==> config.mk <==
export PLATFORM = sky130hd
export DESIGN_NAME = trap_ctrl_unit_flat
export DESIGN_NICKNAME = d
export VERILOG_FILES = /design/src/rtl/trap_ctrl_unit_if.sv /design/src/rtl/trap_ctrl_unit.sv /design/src/flat_wrapper.sv
export SDC_FILE = /design/constraint.sdc
export NUM_CORES = 1
export LEC_CHECK = 0
export BUFFER_PORTS_ARGS = -buffer_cell sky130_fd_sc_hd__buf_2
export CORE_MARGIN = 2
export CORE_UTILIZATION = 28
export CTS_BUF_LIST = sky130_fd_sc_hd__clkbuf_16
export DETAILED_ROUTE_END_ITERATION = 6
export GPL_TIMING_DRIVEN = 0
export PLACE_DENSITY = 0.44
export SETUP_SLACK_MARGIN = 0.02
export SLEW_MARGIN = 20
export SYNTH_ARGS = -nofsm -noshare
export SYNTH_HDL_FRONTEND = slang
export SYNTH_SLANG_ARGS = --single-unit
==> constraint.sdc <==
create_clock -name clk -period 7.8 [get_ports clk]
set_input_delay 1.56 -clock clk [delete_from_list [all_inputs] [get_ports clk]]
set_output_delay 1.56 -clock clk [all_outputs]
set_load 0.02 [all_outputs]
==> src/rtl/trap_ctrl_unit_if.sv <==
// CSR access bus between the pipeline (master) and the machine-mode trap controller (slave).
interface trap_ctrl_unit_if;
    logic        csr_rw_in;
    logic [1:0]  csr_wsc_mode_in;
    logic [11:0] csr_rw_addr_in;
    logic [31:0] csr_w_data;
    logic [31:0] csr_r_data_out;

    modport master (
        output csr_rw_in, csr_wsc_mode_in, csr_rw_addr_in, csr_w_data,
        input  csr_r_data_out
    );

    modport slave (
        input  csr_rw_in, csr_wsc_mode_in, csr_rw_addr_in, csr_w_data,
        output csr_r_data_out
    );
endinterface

==> src/rtl/trap_ctrl_unit.sv <==
// Machine-mode trap controller: owns the trap CSRs, prioritises exceptions and interrupts,
// flushes the pipeline and redirects the PC. Optional vectored mtvec via TRAP_VECTORED_EN.
module trap_ctrl_unit #(
    parameter int unsigned NUM_IRQ        = 8,
    parameter int unsigned IRQ_CAUSE_BASE = 16,
    parameter logic [31:0] MTVEC_RESET    = 32'h0000_0000
) (
    input  logic                 clk,
    input  logic                 rst,
    trap_ctrl_unit_if.slave      csr,
    input  logic [NUM_IRQ-1:0]   irq_in,
    input  logic                 illegal_inst,
    input  logic                 l_access_fault,
    input  logic                 s_access_fault,
    input  logic                 ecall_m,
    input  logic                 mret,
    input  logic [31:0]          epc_cur,
    input  logic [31:0]          fault_addr,
    output logic [31:0]          PC_redirect,
    output logic                 redirect_mux,
    output logic                 flush_all,
    output logic                 RegWrite_cancel,
    output logic                 trap_busy
);
    localparam logic [11:0] ADDR_MSTATUS = 12'h300;
    localparam logic [11:0] ADDR_MIE     = 12'h304;
    localparam logic [11:0] ADDR_MTVEC   = 12'h305;
    localparam logic [11:0] ADDR_MEPC    = 12'h341;
    localparam logic [11:0] ADDR_MCAUSE  = 12'h342;
    localparam logic [11:0] ADDR_MTVAL   = 12'h343;
    localparam logic [11:0] ADDR_MIP     = 12'h344;

`ifdef TRAP_VECTORED_EN
    localparam logic [31:0] MTVEC_RST_VAL =
        {MTVEC_RESET[31:2], (MTVEC_RESET[1:0] == 2'b01) ? 2'b01 : 2'b00};
`else
    localparam logic [31:0] MTVEC_RST_VAL = {MTVEC_RESET[31:2], 2'b00};
`endif

    typedef enum logic {ST_IDLE, ST_REDIRECT} state_t;

    state_t               state_q, state_d;
    logic                 mie_bit_q, mie_bit_d;
    logic                 mpie_q, mpie_d;
    logic [NUM_IRQ-1:0]   mie_q, mie_d;
    logic [31:0]          mtvec_q, mtvec_d;
    logic [31:0]          mepc_q, mepc_d;
    logic [31:0]          mcause_q, mcause_d;
    logic [31:0]          mtval_q, mtval_d;
    logic [31:0]          target_q, target_d;

    logic [31:0]          rdata;
    logic [31:0]          wval;
    logic                 csr_we;
    logic [NUM_IRQ-1:0]   pend;
    logic                 take_irq;
    logic [4:0]           irq_idx;
    logic                 exc;
    logic                 exc_is_fault;
    logic [4:0]           exc_code;
    logic [30:0]          cause_code;
    logic                 trap;
    logic [31:0]          trap_base;
    logic [31:0]          trap_target;
    logic [1:0]           mtvec_mode_w;

    // CSR read port, combinational from the address
    always_comb begin
        rdata = '0;
        case (csr.csr_rw_addr_in)
            ADDR_MSTATUS: rdata = {24'h0, mpie_q, 3'b000, mie_bit_q, 3'b000};
            ADDR_MIE:     rdata = 32'(mie_q);
            ADDR_MTVEC:   rdata = mtvec_q;
            ADDR_MEPC:    rdata = mepc_q;
            ADDR_MCAUSE:  rdata = mcause_q;
            ADDR_MTVAL:   rdata = mtval_q;
            ADDR_MIP:     rdata = 32'(irq_in);
            default:      rdata = '0;
        endcase
    end
    assign csr.csr_r_data_out = rdata;

    // Trap detection and prioritisation; lowest-index interrupt wins
    always_comb begin
        pend     = irq_in & mie_q & {NUM_IRQ{mie_bit_q}};
        take_irq = |pend;
        irq_idx  = '0;
        for (int i = int'(NUM_IRQ) - 1; i >= 0; i--) begin
            if (pend[i]) irq_idx = 5'(i);
        end
        exc          = ecall_m | illegal_inst | l_access_fault | s_access_fault;
        exc_is_fault = exc & ~ecall_m & ~illegal_inst;
        if (ecall_m)             exc_code = 5'd11;
        else if (illegal_inst)   exc_code = 5'd2;
        else if (l_access_fault) exc_code = 5'd5;
        else                     exc_code = 5'd7;
        cause_code = exc ? 31'(exc_code) : (31'(IRQ_CAUSE_BASE) + 31'(irq_idx));
        trap       = exc | take_irq;
        trap_base  = {mtvec_q[31:2], 2'b00};
`ifdef TRAP_VECTORED_EN
        trap_target = (!exc && (mtvec_q[1:0] == 2'b01))
                    ? (trap_base + {cause_code[29:0], 2'b00}) : trap_base;
`else
        trap_target = trap_base;
`endif
    end

    // CSR write operand after write/set/clear
    always_comb begin
        case (csr.csr_wsc_mode_in)
            2'b10:   wval = rdata | csr.csr_w_data;
            2'b11:   wval = rdata & ~csr.csr_w_data;
            default: wval = csr.csr_w_data;
        endcase
`ifdef TRAP_VECTORED_EN
        mtvec_mode_w = (wval[1:0] == 2'b01) ? 2'b01 : 2'b00;
`else
        mtvec_mode_w = 2'b00;
`endif
        csr_we = csr.csr_rw_in & (csr.csr_wsc_mode_in != 2'b00) & (state_q == ST_IDLE)
               & ~trap & ~mret;
    end

    // Next-state: traps beat mret, which beats CSR writes
    always_comb begin
        state_d   = state_q;
        mie_bit_d = mie_bit_q;
        mpie_d    = mpie_q;
        mie_d     = mie_q;
        mtvec_d   = mtvec_q;
        mepc_d    = mepc_q;
        mcause_d  = mcause_q;
        mtval_d   = mtval_q;
        target_d  = target_q;
        case (state_q)
            ST_IDLE: begin
                if (trap) begin
                    mepc_d    = {epc_cur[31:2], 2'b00};
                    mcause_d  = {~exc, cause_code};
                    mtval_d   = exc_is_fault ? fault_addr : 32'h0;
                    mpie_d    = mie_bit_q;
                    mie_bit_d = 1'b0;
                    target_d  = trap_target;
                    state_d   = ST_REDIRECT;
                end else if (mret) begin
                    mie_bit_d = mpie_q;
                    mpie_d    = 1'b1;
                    target_d  = mepc_q;
                    state_d   = ST_REDIRECT;
                end else if (csr_we) begin
                    case (csr.csr_rw_addr_in)
                        ADDR_MSTATUS: begin
                            mie_bit_d = wval[3];
                            mpie_d    = wval[7];
                        end
                        ADDR_MIE:    mie_d    = wval[NUM_IRQ-1:0];
                        ADDR_MTVEC:  mtvec_d  = {wval[31:2], mtvec_mode_w};
                        ADDR_MEPC:   mepc_d   = {wval[31:2], 2'b00};
                        ADDR_MCAUSE: mcause_d = wval;
                        ADDR_MTVAL:  mtval_d  = wval;
                        default: ;
                    endcase
                end
            end
            ST_REDIRECT: state_d = ST_IDLE;
            default:     state_d = ST_IDLE;
        endcase
    end

    always_ff @(posedge clk) begin
        if (rst) begin
            state_q   <= ST_IDLE;
            mie_bit_q <= 1'b0;
            mpie_q    <= 1'b0;
            mie_q     <= '0;
            mtvec_q   <= MTVEC_RST_VAL;
            mepc_q    <= '0;
            mcause_q  <= '0;
            mtval_q   <= '0;
            target_q  <= '0;
        end else begin
            state_q   <= state_d;
            mie_bit_q <= mie_bit_d;
            mpie_q    <= mpie_d;
            mie_q     <= mie_d;
            mtvec_q   <= mtvec_d;
            mepc_q    <= mepc_d;
            mcause_q  <= mcause_d;
            mtval_q   <= mtval_d;
            target_q  <= target_d;
        end
    end

    // Flush and write-cancel must hit the MEM stage in the detect cycle itself
    assign flush_all       = (state_q == ST_IDLE) & (trap | mret);
    assign RegWrite_cancel = (state_q == ST_IDLE) & trap;
    assign redirect_mux    = (state_q == ST_REDIRECT);
    assign trap_busy       = (state_q == ST_REDIRECT);
    assign PC_redirect     = (state_q == ST_REDIRECT) ? target_q : 32'h0;
endmodule

==> src/flat_wrapper.sv <==
// flat-port wrapper written by rule: the top's interface ports become plain ports
module trap_ctrl_unit_flat 
#(
    parameter int unsigned NUM_IRQ        = 8,
    parameter int unsigned IRQ_CAUSE_BASE = 16,
    parameter logic [31:0] MTVEC_RESET    = 32'h0000_0000
)
  (clk, rst, irq_in, illegal_inst, l_access_fault, s_access_fault, ecall_m, mret, epc_cur, fault_addr, PC_redirect, redirect_mux, flush_all, RegWrite_cancel, trap_busy, csr_csr_rw_in, csr_csr_wsc_mode_in, csr_csr_rw_addr_in, csr_csr_w_data, csr_csr_r_data_out);
  trap_ctrl_unit_if csr_i ();
  input  logic clk;
  input  logic rst;
  input  logic [NUM_IRQ-1:0] irq_in;
  input  logic illegal_inst;
  input  logic l_access_fault;
  input  logic s_access_fault;
  input  logic ecall_m;
  input  logic mret;
  input  logic [31:0] epc_cur;
  input  logic [31:0] fault_addr;
  output logic [31:0] PC_redirect;
  output logic redirect_mux;
  output logic flush_all;
  output logic RegWrite_cancel;
  output logic trap_busy;
  input wire logic [$bits(csr_i.csr_rw_in)-1:0] csr_csr_rw_in;
  input wire logic [$bits(csr_i.csr_wsc_mode_in)-1:0] csr_csr_wsc_mode_in;
  input wire logic [$bits(csr_i.csr_rw_addr_in)-1:0] csr_csr_rw_addr_in;
  input wire logic [$bits(csr_i.csr_w_data)-1:0] csr_csr_w_data;
  output wire logic [$bits(csr_i.csr_r_data_out)-1:0] csr_csr_r_data_out;
  assign csr_i.csr_rw_in = csr_csr_rw_in;
  assign csr_i.csr_wsc_mode_in = csr_csr_wsc_mode_in;
  assign csr_i.csr_rw_addr_in = csr_csr_rw_addr_in;
  assign csr_i.csr_w_data = csr_csr_w_data;
  assign csr_csr_r_data_out = csr_i.csr_r_data_out;
  trap_ctrl_unit #(.NUM_IRQ(NUM_IRQ), .IRQ_CAUSE_BASE(IRQ_CAUSE_BASE), .MTVEC_RESET(MTVEC_RESET)) u_core (.clk(clk), .rst(rst), .csr(csr_i), .irq_in(irq_in), .illegal_inst(illegal_inst), .l_access_fault(l_access_fault), .s_access_fault(s_access_fault), .ecall_m(ecall_m), .mret(mret), .epc_cur(epc_cur), .fault_addr(fault_addr), .PC_redirect(PC_redirect), .redirect_mux(redirect_mux), .flush_all(flush_all), .RegWrite_cancel(RegWrite_cancel), .trap_busy(trap_busy));
endmodule
; After elaboration in Yosys (flattened, before gate mapping)
; Index checks and enable logic that the tools add are counted.
[op_classes]
n_reduce_logical = 16
n_bitwise = 24
n_eq_ne = 10
addsub = 1
muxes = 41
[op_table]
columns = cell, n
row1 = 2-to-1 mux 32 bit, 16
row2 = one-hot mux 32 bit (7 select lines), 1
row3 = equality test 12 x 10 -> 1 bit (second input constant), 7
row4 = one-hot mux 32 bit (2 select lines), 1
row5 = bitwise AND 32 bit, 1
row6 = inverter 32 bit, 1
row7 = bitwise OR 32 bit, 1
row8 = 2-to-1 mux 31 bit, 1
row9 = 2-to-1 mux 3 bit, 8
row10 = bitwise AND 8 bit, 2
row11 = AND reduction 4 bit, 3
row12 = nonzero test 2 bit, 6
row13 = 2-to-1 mux 1 bit, 10
row14 = 2-to-1 mux 5 bit, 2
row15 = AND reduction 5 bit, 2
row16 = bitwise AND 1 bit, 8
row17 = OR reduction 8 bit, 1
row18 = adder 5 x 3 -> 6 bit (first input constant), 1
row19 = inverter 1 bit, 6
row20 = nonzero test 3 bit, 2
row21 = bitwise OR 1 bit, 5
row22 = equality test 2 bit (second input constant), 2
row23 = AND reduction 3 bit, 1
row24 = 2-to-1 mux 2 bit, 1
row25 = other kinds (3), 3
[totals]
output_inout_bits = 68
input_bits = 126
word_cells = 101
register_bits = 169

; Longest topological paths before layout
[logic_depth]
ltp_word = 13
ltp_mapped = 10
ltp_nobuf = 6

; Worst setup path after synthesis
; No wires, ideal clock.
[synth_path]
path_type = input to output
from = input port irq_in[0]
to = output port RegWrite_cancel
required_ns = 6.240
cell_stages = 7
path_slack_ns = 3.076
path_buffers = 3
arrival_time_ns = 3.164
cell_sequence = a22o_1 -> o21ai_0 -> and3_1 -> buf_2 -> clkbuf_1 -> clkbuf_1 -> nor2_1
[synth_between]
elab_chain_cells = 5
[synth_rtl]
columns = element, line
row1 = from (decl), flat_wrapper.sv:12  ; input logic [NUM_IRQ-1:0] irq_in;
row2 = bitwise AND 8 bit (2 in series), trap_ctrl_unit.sv:85  ; pend = irq_in & mie_q & {NUM_IRQ{mie_bit_q}};
row3 = OR reduction 8 bit, trap_ctrl_unit.sv:86  ; take_irq = |pend;
row4 = bitwise OR 1 bit, trap_ctrl_unit.sv:98  ; trap = exc | take_irq;
row5 = bitwise AND 1 bit, trap_ctrl_unit.sv:196  ; assign RegWrite_cancel = (state_q == ST_IDLE) & trap;
row6 = to (decl), flat_wrapper.sv:23  ; output logic RegWrite_cancel;
; Every way passes these cells.

; Worst setup path in the final report
[layout_path]
from = input port ecall_m
to = output port RegWrite_cancel
[layout_between]
elab_chain_cells = 5
[layout_rtl]
columns = element, line
row1 = from (decl), flat_wrapper.sv:16  ; input logic ecall_m;
row2 = bitwise OR 1 bit (3 in series), trap_ctrl_unit.sv:91  ; exc = ecall_m | illegal_inst | l_access_fault | s_access_fault;
row3 = bitwise OR 1 bit, trap_ctrl_unit.sv:98
row4 = bitwise AND 1 bit, trap_ctrl_unit.sv:196
; Every way passes these cells.

==> results.json <==
{
  "max_stage_delay_ns": 0.66,
  "clock_latency_ns": 0.44,
  "hold_class": "flop to flop",
  "drt_iter0_markers": 832,
  "pre_cts_ws_ns": 1.82,
  "rsz0062_at_grt": "false",
  "ios": 194,
  "rr_worst_depth": 8,
  "synth_top_area_share_pct": 37.9,
  "drcViolationCount": 0,
  "placementRows": 64,
  "avgSynthCellArea_um2": 7.91,
  "layout.nets": 1435,
  "setup_slack_ns": 1.72,
  "dp_hpwl_mm": 32.1,
  "synth_edf_count": 0,
  "post_drt_wl_per_cell_um": 23.6,
  "rr_endpoint": "u_core.mepc_q[6]$_SDFFE_PP0P_",
  "crit_top_cell": "buf_2",
  "coreArea_um2": 30700,
  "irDropWorstVdd_mv": 0.131,
  "synth_largest_area_cell": "dfxtp_1",
  "r2r_start": "u_core.mie_q[0]$_SDFFE_PP0P_",
  "worstSetupPathType": "primary input to primary output",
  "cts.clk_slew.worst_paths_ns": 0.07,
  "grt_pass1_vias": 8568,
  "worstPathMaxFanout": 10,
  "vias": 9107,
  "cts_tree": "done",
  "synth.distinct_cells": 62,
  "leakage_uw": 0.00406,
  "wl_mm": 40.5,
  "slowest_stage": "clkbuf_1",
  "yosysWarnings": 0,
  "tightest_slew_ns": 1.21,
  "fin_total_pwr_uw": 2040,
  "place.gp.congestion": 0.936,
  "htreeDepth": 4,
  "hold-path-endpoint": "u_core.mcause_q[10]$_SDFFE_PP0P_",
  "root_buffer": "clkbuf_16",
  "drt-vias-per-instance": 5.30,
  "final_common_cell": "buf_2",
  "antenna_cells": 0,
  "nFillCells": 3334,
  "p_per_area_nw_per_um2": 191,
  "portBuffers": 186,
  "rrSetupSlack_ns": 4.22,
  "start_kind": "primary input",
  "grt_max_degree": 17,
  "final_cell_mix": "buf_2 (196), nor2_1 (185), dfxtp_1 (165)",
  "drtPass1Iterations": 5,
  "globalRouteTotalUtil_pct": 24.3,
  "outcome": "finished clean",
  "cp-end-kind": "primary output",
  "worstPathRequired_ns": 6.24,
  "synth.ff_latch_count": 165,
  "post_cts_resized": 0,
  "final_area_um2": 10700,
  "slew_violations": 0,
  "holdPathStages": 2,
  "clock_sinks": 165,
  "ys_top_cells_by_area": "dfxtp_1 (38%), nor2_1 (8.0%), mux2i_1 (7.8%)",
  "die_y_um": 180,
  "max_cap_viol_count": 0,
  "fin_tns_setup_ns": 0,
  "dpl_cell_area_um2": 10200,
  "period_needed_ns": 6.08,
  "slew_headroom_pct": 18.9,
  "drive_gt1_share_pct": 18.5,
  "cp_num_cells": 8,
  "fin_util_pct": 34.9,
  "dieArea_um2": 32600,
  "initial_core_util_pct": 28.4,
  "grt_pass1_wl_mm": 58.5,
  "finalClockSkew_ns": 0.0194,
  "seq_area_frac_synth_pct": 37.9,
  "syn_inst": 1103,
  "gr-total-overflow": 0,
  "syn_to_final_growth_pct": 22.7,
  "cp.arrival_ns": 4.52,
  "cts_setup_buffers": 0,
  "hold_viol_final": 0,
  "ant_nets": 0,
  "fmax_mhz": 165,
  "antenna_found_initial": 0,
  "setup_viol": 0,
  "numCtsBuffers": 17,
  "die_w_um": 180,
  "final.period_utilization_pct": 77.9,
  "ctsHoldBuffers": 0,
  "crit_chain": "buf_2 > nor4_2 > and3_1 > buf_2 > clkbuf_1 > clkbuf_1 > nor2_1 > buf_2",
  "yosys_most_used_dff": "dfxtp_1",
  "hold_start": "u_core.mcause_q[10]$_SDFFE_PP0P_",
  "crit_family": "buffers and inverters",
  "synthArstFlopShare_pct": 0,
  "syn-cell-area_um2": 8720,
  "path_buf_inv": 5,
  "clockBufferDepth": 2
}
kinds of logic after synthesis:
logic type	synth area share [%]
AO/OA/AOI/OAI	23.8
buffers and inverters	5.31
flip-flops	37.9
multiplexers	7.93
other	0.0430
AND/OR/NAND/NOR	25.1
power by group:
| group | switching [µW] | total [µW] | internal (µW) |
|---|---|---|---|
| Clock | 401 | 815 | 415 |
| Combinational | 207 | 312 | 105 |
| Sequential | 32.6 | 914 | 881 |
sequential cells by signal, indices dropped and copies added (netlist names):
signal,cells
u_core.mcause_q,32
u_core.mepc_q,30
u_core.mie_bit_q,1
u_core.mie_q,8
u_core.mpie_q,1
u_core.mtval_q,32
u_core.mtvec_q,30
u_core.redirect_mux,1
u_core.target_q,30
worst reg2reg max path, delay by kind of cell, from the launching register on:
| family | cells | cell delay, ns |
|---|---|---|
| compound gates | 3 | 0.89 |
| flops | 1 | 0.34 |
| simple gates | 2 | 0.69 |
| buf+inv | 3 | 1.55 |
cell usage after synthesis, types with 5 or more instances:
cell       number
a211o_1        13
a211oi_1       36
a21oi_1        58
a221oi_1       36
a22o_1          6
a2bb2oi_1      12
a311oi_1       35
and2_1         32
buf_2          10
clkbuf_1       86
dfxtp_1       165
inv_1          14
mux2i_1        68
nand2_1       150
nand2b_1        6
nand3_1        16
nand3b_1       22
nor2_1        185
nor2b_1         5
nor3_1         21
o21ai_0        11
o21ai_1        10
o22ai_1         6
o31a_1         13
o31ai_1        12
or3_1          13
worst max path at each step:
stage,startpoint,slack [ns],to
2_1_floorplan,irq_in[0],3.08,RegWrite_cancel
3_3_place_gp,ecall_m,1.78,RegWrite_cancel
3_5_place_dp,ecall_m,1.82,RegWrite_cancel
4_1_cts,ecall_m,1.81,RegWrite_cancel
5_1_grt,ecall_m,1.62,RegWrite_cancel
6_report,ecall_m,1.72,RegWrite_cancel
routing by layer:
layer	track usage [%]	wire length [µm]	vias up	part of all wire, %
li1	-	-	4405	-
met1	35.9	19500	4328	48
met2	37.4	17900	335	44
met3	2.71	2270	39	5.6
met4	6.48	810	0	2.0
met5	0	0	-	0
layout make-up:
| cell class | count | area [µm²] | share of cell area (%) |
|---|---|---|---|
| buffer | 102 | 410 | 3.84 |
| clock buffer | 17 | 425 | 3.98 |
| clock inverter | 15 | 121 | 1.13 |
| inverter | 14 | 52.6 | 0.491 |
| multi-input combinational | 823 | 4960 | 46.4 |
| sequential | 165 | 3300 | 30.9 |
| tap | 396 | 495 | 4.63 |
| timing repair buffer | 186 | 931 | 8.70 |
per-stage QoR:
| step | hold slack, ns | cells |
|---|---|---|
| detailed placement | 0.446 | 1686 |
| global placement | 0.439 | 1686 |
| global route | 0.474 | 1718 |
| floorplan | 0.431 | 1104 |
| finish | 0.455 | 1718 |
| CTS | 0.455 | 1718 |
Note: power is estimated with default switching activity, not from simulation.
